`config.mk`:
```
export PLATFORM = sky130hd
export DESIGN_NAME = button_conditioner_flat
export DESIGN_NICKNAME = d
export VERILOG_FILES = /design/src/rtl/button_conditioner_pkg.sv /design/src/rtl/button_conditioner_if.sv /design/src/rtl/button_conditioner_channel.sv /design/src/rtl/button_conditioner.sv /design/src/flat_wrapper.sv
export SDC_FILE = /design/constraint.sdc
export NUM_CORES = 1
export LEC_CHECK = 0
export CAP_MARGIN = 20
export CORE_MARGIN = 4
export CORE_UTILIZATION = 61
export DETAILED_ROUTE_END_ITERATION = 6
export GPL_ROUTABILITY_DRIVEN = 0
export PLACE_DENSITY = 0.79
export SETUP_SLACK_MARGIN = 0.2
export SYNTH_ARGS = -nofsm -noshare
export SYNTH_HDL_FRONTEND = slang
export SYNTH_SLANG_ARGS = --single-unit
```
`constraint.sdc`:
```
create_clock -name clk -period 4.8 [get_ports clk]
set_clock_uncertainty 0.05 [all_clocks]
set_input_delay 0.96 -clock clk [delete_from_list [all_inputs] [get_ports clk]]
set_output_delay 0.96 -clock clk [all_outputs]
set_load 0.05 [all_outputs]
```
`src/rtl/button_conditioner_pkg.sv`:
```
// Shared types and board-level default timing for the push-button conditioner.
package vecheck_btn_pkg;

    typedef enum logic [1:0] {
        RELEASED     = 2'd0,
        PRESS_WAIT   = 2'd1,
        PRESSED      = 2'd2,
        RELEASE_WAIT = 2'd3
    } btn_state_t;

    // Cmod S7 board clock and the matching default timings
    localparam int CLK_HZ                    = 12_000_000;
    localparam int DEFAULT_N_BTN             = 2;
    localparam int DEFAULT_SYNC_STAGES       = 3;
    localparam int DEFAULT_DEBOUNCE_CYCLES   = CLK_HZ / 100;
    localparam int DEFAULT_LONG_PRESS_CYCLES = CLK_HZ;

endpackage

```
`src/rtl/button_conditioner_if.sv`:
```
// Bundle of raw button pins and their conditioned outputs.
// master drives the raw pins and consumes the results; slave is the conditioner.
interface button_conditioner_if #(
    parameter int N_BTN = 2
);

    logic [N_BTN-1:0] btn_raw;
    logic [N_BTN-1:0] btn_level;
    logic [N_BTN-1:0] btn_press;
    logic [N_BTN-1:0] btn_release;
    logic [N_BTN-1:0] btn_long;

    modport master (
        output btn_raw,
        input  btn_level,
        input  btn_press,
        input  btn_release,
        input  btn_long
    );

    modport slave (
        input  btn_raw,
        output btn_level,
        output btn_press,
        output btn_release,
        output btn_long
    );

endinterface

```
`src/rtl/button_conditioner_channel.sv`:
```
// One button: synchronizer, debounce FSM, edge pulses and long-press detection.
module button_channel
    import vecheck_btn_pkg::*;
#(
    parameter int SYNC_STAGES       = DEFAULT_SYNC_STAGES,
    parameter int DEBOUNCE_CYCLES   = DEFAULT_DEBOUNCE_CYCLES,
    parameter int LONG_PRESS_CYCLES = DEFAULT_LONG_PRESS_CYCLES
) (
    input  logic clk,
    input  logic reset,
    input  logic btn_raw,
    output logic btn_level,
    output logic btn_press,
    output logic btn_release,
    output logic btn_long
);

    localparam int DW = $clog2(DEBOUNCE_CYCLES + 1);
    localparam int HW = $clog2(LONG_PRESS_CYCLES + 1);

    localparam logic [DW-1:0] DEB_ONE   = DW'(1);
    localparam logic [DW-1:0] DEB_MAX   = DW'(DEBOUNCE_CYCLES);
    localparam logic [HW-1:0] HOLD_MAX  = HW'(LONG_PRESS_CYCLES);
    localparam logic [HW-1:0] HOLD_LAST = HW'(LONG_PRESS_CYCLES - 1);

    localparam logic [1:0] S_RELEASED     = RELEASED;
    localparam logic [1:0] S_PRESS_WAIT   = PRESS_WAIT;
    localparam logic [1:0] S_PRESSED      = PRESSED;
    localparam logic [1:0] S_RELEASE_WAIT = RELEASE_WAIT;

    if (SYNC_STAGES < 2) begin : g_bad_sync
        $error("button_channel: SYNC_STAGES must be >= 2");
    end
    if (DEBOUNCE_CYCLES < 1) begin : g_bad_deb
        $error("button_channel: DEBOUNCE_CYCLES must be >= 1");
    end
    if (LONG_PRESS_CYCLES < 1) begin : g_bad_long
        $error("button_channel: LONG_PRESS_CYCLES must be >= 1");
    end

    logic [SYNC_STAGES-1:0] sync_q;
    logic                   s;
    logic [1:0]             state;
    logic [DW-1:0]          deb_cnt;
    logic [HW-1:0]          hold_cnt;
    logic                   release_accept;
    logic                   hold_run;

    assign s = sync_q[SYNC_STAGES-1];

    // Shift the asynchronous pin through the synchronizer chain
    always_ff @(posedge clk) begin
        if (reset) begin
            sync_q <= '0;
        end else begin
            sync_q <= {sync_q[SYNC_STAGES-2:0], btn_raw};
        end
    end

    // Release acceptance beats the long-press pulse; hold count stops once saturated
    always_comb begin
        release_accept = (state == S_RELEASE_WAIT) && !s && (deb_cnt == DEB_MAX);
        hold_run       = ((state == S_PRESSED) || (state == S_RELEASE_WAIT))
                         && !release_accept && (hold_cnt != HOLD_MAX);
    end

    // Debounce FSM with its counters and the registered one-cycle pulses
    always_ff @(posedge clk) begin
        if (reset) begin
            state       <= S_RELEASED;
            deb_cnt     <= '0;
            hold_cnt    <= '0;
            btn_level   <= 1'b0;
            btn_press   <= 1'b0;
            btn_release <= 1'b0;
            btn_long    <= 1'b0;
        end else begin
            btn_press   <= 1'b0;
            btn_release <= 1'b0;
            btn_long    <= 1'b0;
            case (state)
                S_RELEASED: begin
                    if (s) begin
                        state   <= S_PRESS_WAIT;
                        deb_cnt <= DEB_ONE;
                    end
                end
                S_PRESS_WAIT: begin
                    if (!s) begin
                        state   <= S_RELEASED;
                        deb_cnt <= '0;
                    end else if (deb_cnt == DEB_MAX) begin
                        state     <= S_PRESSED;
                        deb_cnt   <= '0;
                        hold_cnt  <= '0;
                        btn_level <= 1'b1;
                        btn_press <= 1'b1;
                    end else begin
                        deb_cnt <= deb_cnt + 1'b1;
                    end
                end
                S_PRESSED: begin
                    if (!s) begin
                        state   <= S_RELEASE_WAIT;
                        deb_cnt <= DEB_ONE;
                    end
                end
                default: begin
                    if (s) begin
                        state   <= S_PRESSED;
                        deb_cnt <= '0;
                    end else if (release_accept) begin
                        state       <= S_RELEASED;
                        deb_cnt     <= '0;
                        btn_level   <= 1'b0;
                        btn_release <= 1'b1;
                    end else begin
                        deb_cnt <= deb_cnt + 1'b1;
                    end
                end
            endcase
            if (hold_run) begin
                hold_cnt <= hold_cnt + 1'b1;
                if (hold_cnt == HOLD_LAST) begin
                    btn_long <= 1'b1;
                end
            end
        end
    end

endmodule

```
`src/rtl/button_conditioner.sv`:
```
// Top: one independent button_channel per button, outputs packed onto the interface.
module button_conditioner
    import vecheck_btn_pkg::*;
#(
    parameter int N_BTN             = DEFAULT_N_BTN,
    parameter int SYNC_STAGES       = DEFAULT_SYNC_STAGES,
    parameter int DEBOUNCE_CYCLES   = DEFAULT_DEBOUNCE_CYCLES,
    parameter int LONG_PRESS_CYCLES = DEFAULT_LONG_PRESS_CYCLES
) (
    input logic                 clk,
    input logic                 reset,
    button_conditioner_if.slave btn
);

    logic [N_BTN-1:0] level_w;
    logic [N_BTN-1:0] press_w;
    logic [N_BTN-1:0] release_w;
    logic [N_BTN-1:0] long_w;

    for (genvar i = 0; i < N_BTN; i++) begin : g_chan
        button_channel #(
            .SYNC_STAGES       (SYNC_STAGES),
            .DEBOUNCE_CYCLES   (DEBOUNCE_CYCLES),
            .LONG_PRESS_CYCLES (LONG_PRESS_CYCLES)
        ) u_chan (
            .clk         (clk),
            .reset       (reset),
            .btn_raw     (btn.btn_raw[i]),
            .btn_level   (level_w[i]),
            .btn_press   (press_w[i]),
            .btn_release (release_w[i]),
            .btn_long    (long_w[i])
        );
    end

    assign btn.btn_level   = level_w;
    assign btn.btn_press   = press_w;
    assign btn.btn_release = release_w;
    assign btn.btn_long    = long_w;

endmodule

```
`src/flat_wrapper.sv`:
```
// flat-port wrapper written by rule: the top's interface ports become plain ports
module button_conditioner_flat import vecheck_btn_pkg::*;
#(
    parameter int N_BTN             = DEFAULT_N_BTN,
    parameter int SYNC_STAGES       = DEFAULT_SYNC_STAGES,
    parameter int DEBOUNCE_CYCLES   = DEFAULT_DEBOUNCE_CYCLES,
    parameter int LONG_PRESS_CYCLES = DEFAULT_LONG_PRESS_CYCLES
)
  (clk, reset, btn_btn_raw, btn_btn_level, btn_btn_press, btn_btn_release, btn_btn_long);
  button_conditioner_if #(.N_BTN(N_BTN)) btn_i ();
  input logic clk;
  input logic reset;
  input wire logic [$bits(btn_i.btn_raw)-1:0] btn_btn_raw;
  output wire logic [$bits(btn_i.btn_level)-1:0] btn_btn_level;
  output wire logic [$bits(btn_i.btn_press)-1:0] btn_btn_press;
  output wire logic [$bits(btn_i.btn_release)-1:0] btn_btn_release;
  output wire logic [$bits(btn_i.btn_long)-1:0] btn_btn_long;
  assign btn_i.btn_raw = btn_btn_raw;
  assign btn_btn_level = btn_i.btn_level;
  assign btn_btn_press = btn_i.btn_press;
  assign btn_btn_release = btn_i.btn_release;
  assign btn_btn_long = btn_i.btn_long;
  button_conditioner #(.N_BTN(N_BTN), .SYNC_STAGES(SYNC_STAGES), .DEBOUNCE_CYCLES(DEBOUNCE_CYCLES), .LONG_PRESS_CYCLES(LONG_PRESS_CYCLES)) u_core (.clk(clk), .reset(reset), .btn(btn_i));
endmodule
```
Word-level counts from Yosys, hierarchy flattened:

Cells that the tools add are included.

* memories: 0
* ROM bits: 0
* logic and storage cells: 146
* register bits after elaboration: 100
* latch bits: 0
* memory bits (writable): 0
* output and inout bits: 8

* reduce and logical (&&, ||, !) cells: 42
* equality and inequality tests: 24
* divide/modulo/power cells: 0
* bitwise gates (word level): 8
* multipliers: 0
* shift-type cells: 0
* add/sub/neg operators: 4
* mux-type cells: 52
* order comparisons: 0

Operator list (number)
* $mux W17: 12
* $mux W24: 8
* $pmux W17 S3: 2
* $add A24 B1 Y24 const B: 2
* $eq A24 B24 Y1 const B: 2
* $ne A24 B24 Y1 const B: 2
* $add A17 B1 Y17 const B: 2
* $eq A17 B17 Y1 const B: 2
* $mux W2: 12
* $ne A2 B2 Y1 const B: 8
* $reduce_bool A2 Y1: 8
* $mux W1: 14
* $pmux W2 S3: 2
* $reduce_and A5 Y1: 2
* $reduce_or A5 Y1: 2
* $eq A2 B2 Y1 const B: 4
* $logic_and A1 B1 Y1: 8
* $not A1 Y1: 8
* $reduce_and A4 Y1: 2
* $reduce_bool A4 Y1: 2
* $reduce_or A2 Y1: 4
* $ne A3 B3 Y1 const B: 2
* $reduce_and A3 Y1: 2
* $reduce_or A3 Y1: 2
* 7 further kinds: 16

Longest topological paths before layout:

* word-level depth: 8
* gate-level depth with buffers: 10
* depth with buffers taken out: 8

Cells and area by module:

Synthesis repeated with hierarchy kept, for this count alone.

* cells, all modules: 653
* area total of the unflattened synthesis: 5592.9 sq um

Modules (own cells, without submodules)
* button_channel (u_core.g_chan[0].u_chan): times used 1, cells an instance 324, sequential area each 1001.0 sq um, area each 2894.0 sq um
* button_channel (u_core.g_chan[1].u_chan): times used 1, cells an instance 329, sequential area each 1001.0 sq um, area each 2698.8 sq um

Worst setup path before layout:

OpenSTA, ideal clock, no wires.

* path kind: reg-to-reg
* from: register u_core.g_chan[1].u_chan.deb_cnt[2]
* to: register u_core.g_chan[1].u_chan.deb_cnt[10]
* required time: 4.635 ns
* arrival time: 1.977 ns
* path slack: 2.658 ns
* cell stages (with the launch flop): 8
* cell sequence: dfxtp_1 -> or4_4 -> nor4_4 -> a21oi_2 -> a21oi_2 -> a21o_4 -> buf_6 -> nor2_1

* word-level cells in the longest chain between the ends: 5
* elaborated cells between the ends (all ways): 8
* those cells by class: add/sub: 1; eq/ne: 1; mux: 5; reduce/logical: 1

RTL lines
* start: declaration: RTL line button_conditioner_channel.sv:44 `logic [DW-1:0] deb_cnt;`
* start signal: assignment: RTL line button_conditioner_channel.sv:99 `deb_cnt <= deb_cnt + 1'b1;`
* start signal: assignment: RTL line button_conditioner_channel.sv:118 `deb_cnt <= deb_cnt + 1'b1;`
* branches (longest 4 deep; another with $add A17 B1 Y17)
* $pmux W17 S3 *: RTL line button_conditioner_channel.sv:81 `case (state)`

Mark *: on every way between the ends.
A chain may end at the register's enable or synchronous reset.

Worst setup path after layout:

* from: register u_core.g_chan[0].u_chan.deb_cnt[4]
* to: register u_core.g_chan[0].u_chan.hold_cnt[20]

* word-level cells in the longest chain between the ends: 7
* elaborated cells between the ends (all ways): 10
* those cells by class: eq/ne: 1; mux: 1; reduce/logical: 8

RTL lines
* start: declaration: RTL line button_conditioner_channel.sv:44
* start signal: assignment: RTL line button_conditioner_channel.sv:99
* start signal: assignment: RTL line button_conditioner_channel.sv:118
* $eq A17 B17 Y1 *: RTL line button_conditioner_channel.sv:62, button_conditioner_channel.sv:92
* $logic_and A1 B1 Y1: RTL line button_conditioner_channel.sv:62 `release_accept = (state == S_RELEASE_WAIT) && !s && (deb_cnt == DEB_MAX);`
* $logic_not A1 Y1: RTL line button_conditioner_channel.sv:64 `&& !release_accept && (hold_cnt != HOLD_MAX);`
* $logic_and A1 B1 Y1 (2 in series): RTL line button_conditioner_channel.sv:64
* $reduce_bool A2 Y1 (no source line)
* $reduce_and A3 Y1 (no source line)
* end signal: assignment: RTL line button_conditioner_channel.sv:123 `hold_cnt <= hold_cnt + 1'b1;`
* end: declaration: RTL line button_conditioner_channel.sv:45 `logic [HW-1:0] hold_cnt;`

Every way passes the cells marked *; elsewhere a longest branch is shown, timed or not.

==> impl_metrics.ini <==
[clock_network]
clk_pin_slew_ns = 0.09
cts_tree = done
cts_max_path_buffers = 2
cts.sinks = 100
postCtsSetupBuffers = 0
numCtsBuffers = 9
clock_latency_ns = 0.36
cts_resized = 0
cts_hold_buf = 0
clock-root-buffer = clkbuf_8
htreeDepth = 3

[run]
maxCapViolCount = 0

[timing]
setup_viol = 0
fmax_mhz = 374
tightest_slew_ns = 0.848
tns_ns = 0
holdWs_ns = 0.393
min_period_ns = 2.67
max-slew-margin-rel_pct = 43.5
finalHoldViolCount = 0
fin_ws_ns = 2.13
rsz0062_at_grt = no
fin_crit_sh_pct = 55.7
slew_violations = 0

[floorplan]
row_count = 33
die_y_um = 99.7
io_pins = 12
core-area_um2 = 8220
die_x_um = 99.7
dieArea_um2 = 9940
initial_utilization_pct = 62.4

[logic_synthesis]
ys_ff_latch = 100
synth-edff-count = 0
seq_area_frac_synth_pct = 39.0
yosysWarnings = 0
ys_types = 58
yosys_most_used_dff = dfxtp_1
netlist_area_um2 = 5130
async_flop_share_pct = 0
syn_nets = 628
syn_avg_cell_area_um2 = 8.49
syn_inst = 604

[route]
via_per_inst = 5.88
finalWirelength_um = 10100
route.detailed.drc = 0
drt_iter0_drc = 171
vias = 4190
wire_per_inst_um = 14.2
firstDrtPassIters = 4
ant_nets = 0

[setup_path]
crit_path_max_incr_delay_ns = 0.56
critPathCaptureType = flop
worstSetupStartpointType = flop
required_ns = 5.01
rr_startpoint = u_core.g_chan[0].u_chan.deb_cnt[4]
critical_path_class = reg -> reg
crit_arrival_ns = 2.88
crit_start = u_core.g_chan[0].u_chan.deb_cnt[4]
crit_path_cell_trace = or4b_4, nor4_4, and3_1, a21o_1, a211oi_1, a31o_2
cp_max_fo = 14
slowest_stage = nor4_4

[placement]
place_ws_ns = 2.18
place_hpwl_um = 6970
port_buffers = 11

[power]
total_power_uw = 1340
power.density_nw_per_um2 = 249
ir_drop_v = 0.000164
p_leak_uw = 0.00186

[global_route]
grt_pass1_vias = 3786
grt_usage_pct = 21.0
overflow = 0
grt_first_pass_wirelength_um = 17300
antenna_found_initial = 0
grt_max_degree = 49

[hold_path]
hold_path.startpoint = u_core.g_chan[1].u_chan.sync_q[1]
min_path_type = reg -> reg

[cells_and_area]
seq_area_um2 = 2000
syn2layout_area_growth_pct = 5.22
antennaDiodeCount = 0
nFillCells = 685
multi_input_area_um2 = 2890
layout.nets = 627
drive_above_1_share_pct = 7.08

[status]
status = completed
-- sequential cells by signal (all words and copies together) (netlist names), named ones only --
signal / cells
u_core.g_chan.u_chan.deb_cnt: 34
u_core.g_chan.u_chan.btn_release: 2
u_core.g_chan.u_chan.sync_q: 6
u_core.g_chan.u_chan.hold_cnt: 48
u_core.g_chan.u_chan.state: 2
u_core.g_chan.u_chan.btn_long: 2
u_core.g_chan.u_chan.btn_level: 2
u_core.g_chan.u_chan.btn_press: 2
-- path summary, 6_finish.rpt --
check | cells after the start | slack (ns) | end
max | 6 | 2.13 | u_core.g_chan[0].u_chan.hold_cnt[20]
min reg2reg | 1 | 0.39 | u_core.g_chan[1].u_chan.sync_q[2]
max reg2reg | 6 | 2.13 | u_core.g_chan[0].u_chan.hold_cnt[20]
min | 1 | 0.39 | u_core.g_chan[1].u_chan.sync_q[2]
-- final cells by class --
cell class | count | share of cell area (%)
Clock buffer | 9 | 2.30
Clock inverter | 6 | 0.742
Inverter | 23 | 1.60
Multi-Input combinational cell | 456 | 53.6
Sequential cell | 100 | 37.1
Tap cell | 105 | 2.44
Timing Repair Buffer | 13 | 2.23
-- cells in the final DEF (no fill, tap or decap), types with 3 or more instances in the layout --
master and instances:
xor2_1 29, or2_2 4, or4_1 5, mux2i_1 6, nand2_1 49, nor3_1 18
nand4b_1 3, or4b_2 3, xnor2_1 17, and4b_1 4, clkinv_2 3, nand4_1 24
or4bb_1 4, nand3_1 40, and2_1 5, nor4b_1 3, and4_1 6, o31ai_1 10
o21ai_0 11, a21oi_1 24, nor4_1 3, a31o_2 3, a21oi_2 4, a211oi_1 5
nor2b_1 8, nor2_1 88, ha_1 20, o211ai_1 5, nand2b_1 4, clkdlybuf4s50_1 10
inv_1 23, dfxtp_1 100, clkbuf_8 9, or3_1 7, and3_1 14, o311ai_0 4
-- critical path, delay by kind of cell, from the launching register on --
family           cells  cell delay (ns)
AND/OR/NAND/NOR      3             1.40
AO/OA/AOI/OAI        3             0.73
flip-flops           1             0.38
-- through the flow --
| stage | cell area (µm²) | utilization (%) | cells |
|---|---|---|---|
| after global placement | 5230 | 63.7 | 697 |
| after global routing | 5400 | 65.7 | 712 |
| after floorplan | 5130 | - | 604 |
| after detailed placement | 5230 | 63.7 | 697 |
| after CTS | 5400 | 65.7 | 712 |
| final | 5400 | 65.7 | 712 |
-- where the power goes --
part           internal [µW]  switching (µW)  total (µW)
sequential               832            2.93         835
clock                    186             288         473
combinational           10.3            24.0        34.4
total                   1030             315        1340
-- Yosys cell counts, types with 4 or more instances --
library cell / count / area [µm²]
dfxtp_1: 100 / 2000
nor2_1: 88 / 330
nand2_1: 49 / 184
nand3_1: 40 / 200
xor2_1: 29 / 254
a21oi_1: 24 / 120
nand4_1: 24 / 150
inv_1: 23 / 86.3
ha_1: 20 / 250
nor3_1: 18 / 90.1
xnor2_1: 17 / 149
and3_1: 14 / 87.6
o21ai_0: 11 / 55.1
clkbuf_1: 10 / 37.5
o31ai_1: 10 / 75.1
buf_4: 9 / 67.6
nor2b_1: 8 / 50.1
or3_1: 7 / 43.8
and4_1: 6 / 52.6
mux2i_1: 6 / 60.1
a211oi_1: 5 / 37.5
and2_1: 5 / 31.3
o211ai_1: 5 / 37.5
or4_1: 5 / 37.5
a21oi_2: 4 / 35.0
and4b_1: 4 / 40.0
nand2b_1: 4 / 25.0
o311ai_0: 4 / 35.0
or2_2: 4 / 25.0
or4bb_1: 4 / 45.0
-- per-layer routing --
layer	share of wire, %	up-vias	track usage, %
li1	-	2137	-
met1	48	1964	26.5
met2	48	73	34.6
met3	3.2	16	5.33
met4	1.6	0	7.67
met5	0	-	0
-- cell families (layout without fill, tap and decap cells) --
group / Yosys count / count (layout) / share of synthesized area (%)
xor+xnor: 46 / 46 / 7.86
compound gates: 82 / 82 / 10.9
fa+ha+maj: 20 / 20 / 4.88
mux: 7 / 7 / 1.39
flops: 100 / 100 / 39.0
buf+inv: 48 / 51 / 4.56
simple gates: 301 / 301 / 31.4
(Power assumes the default switching activity.)
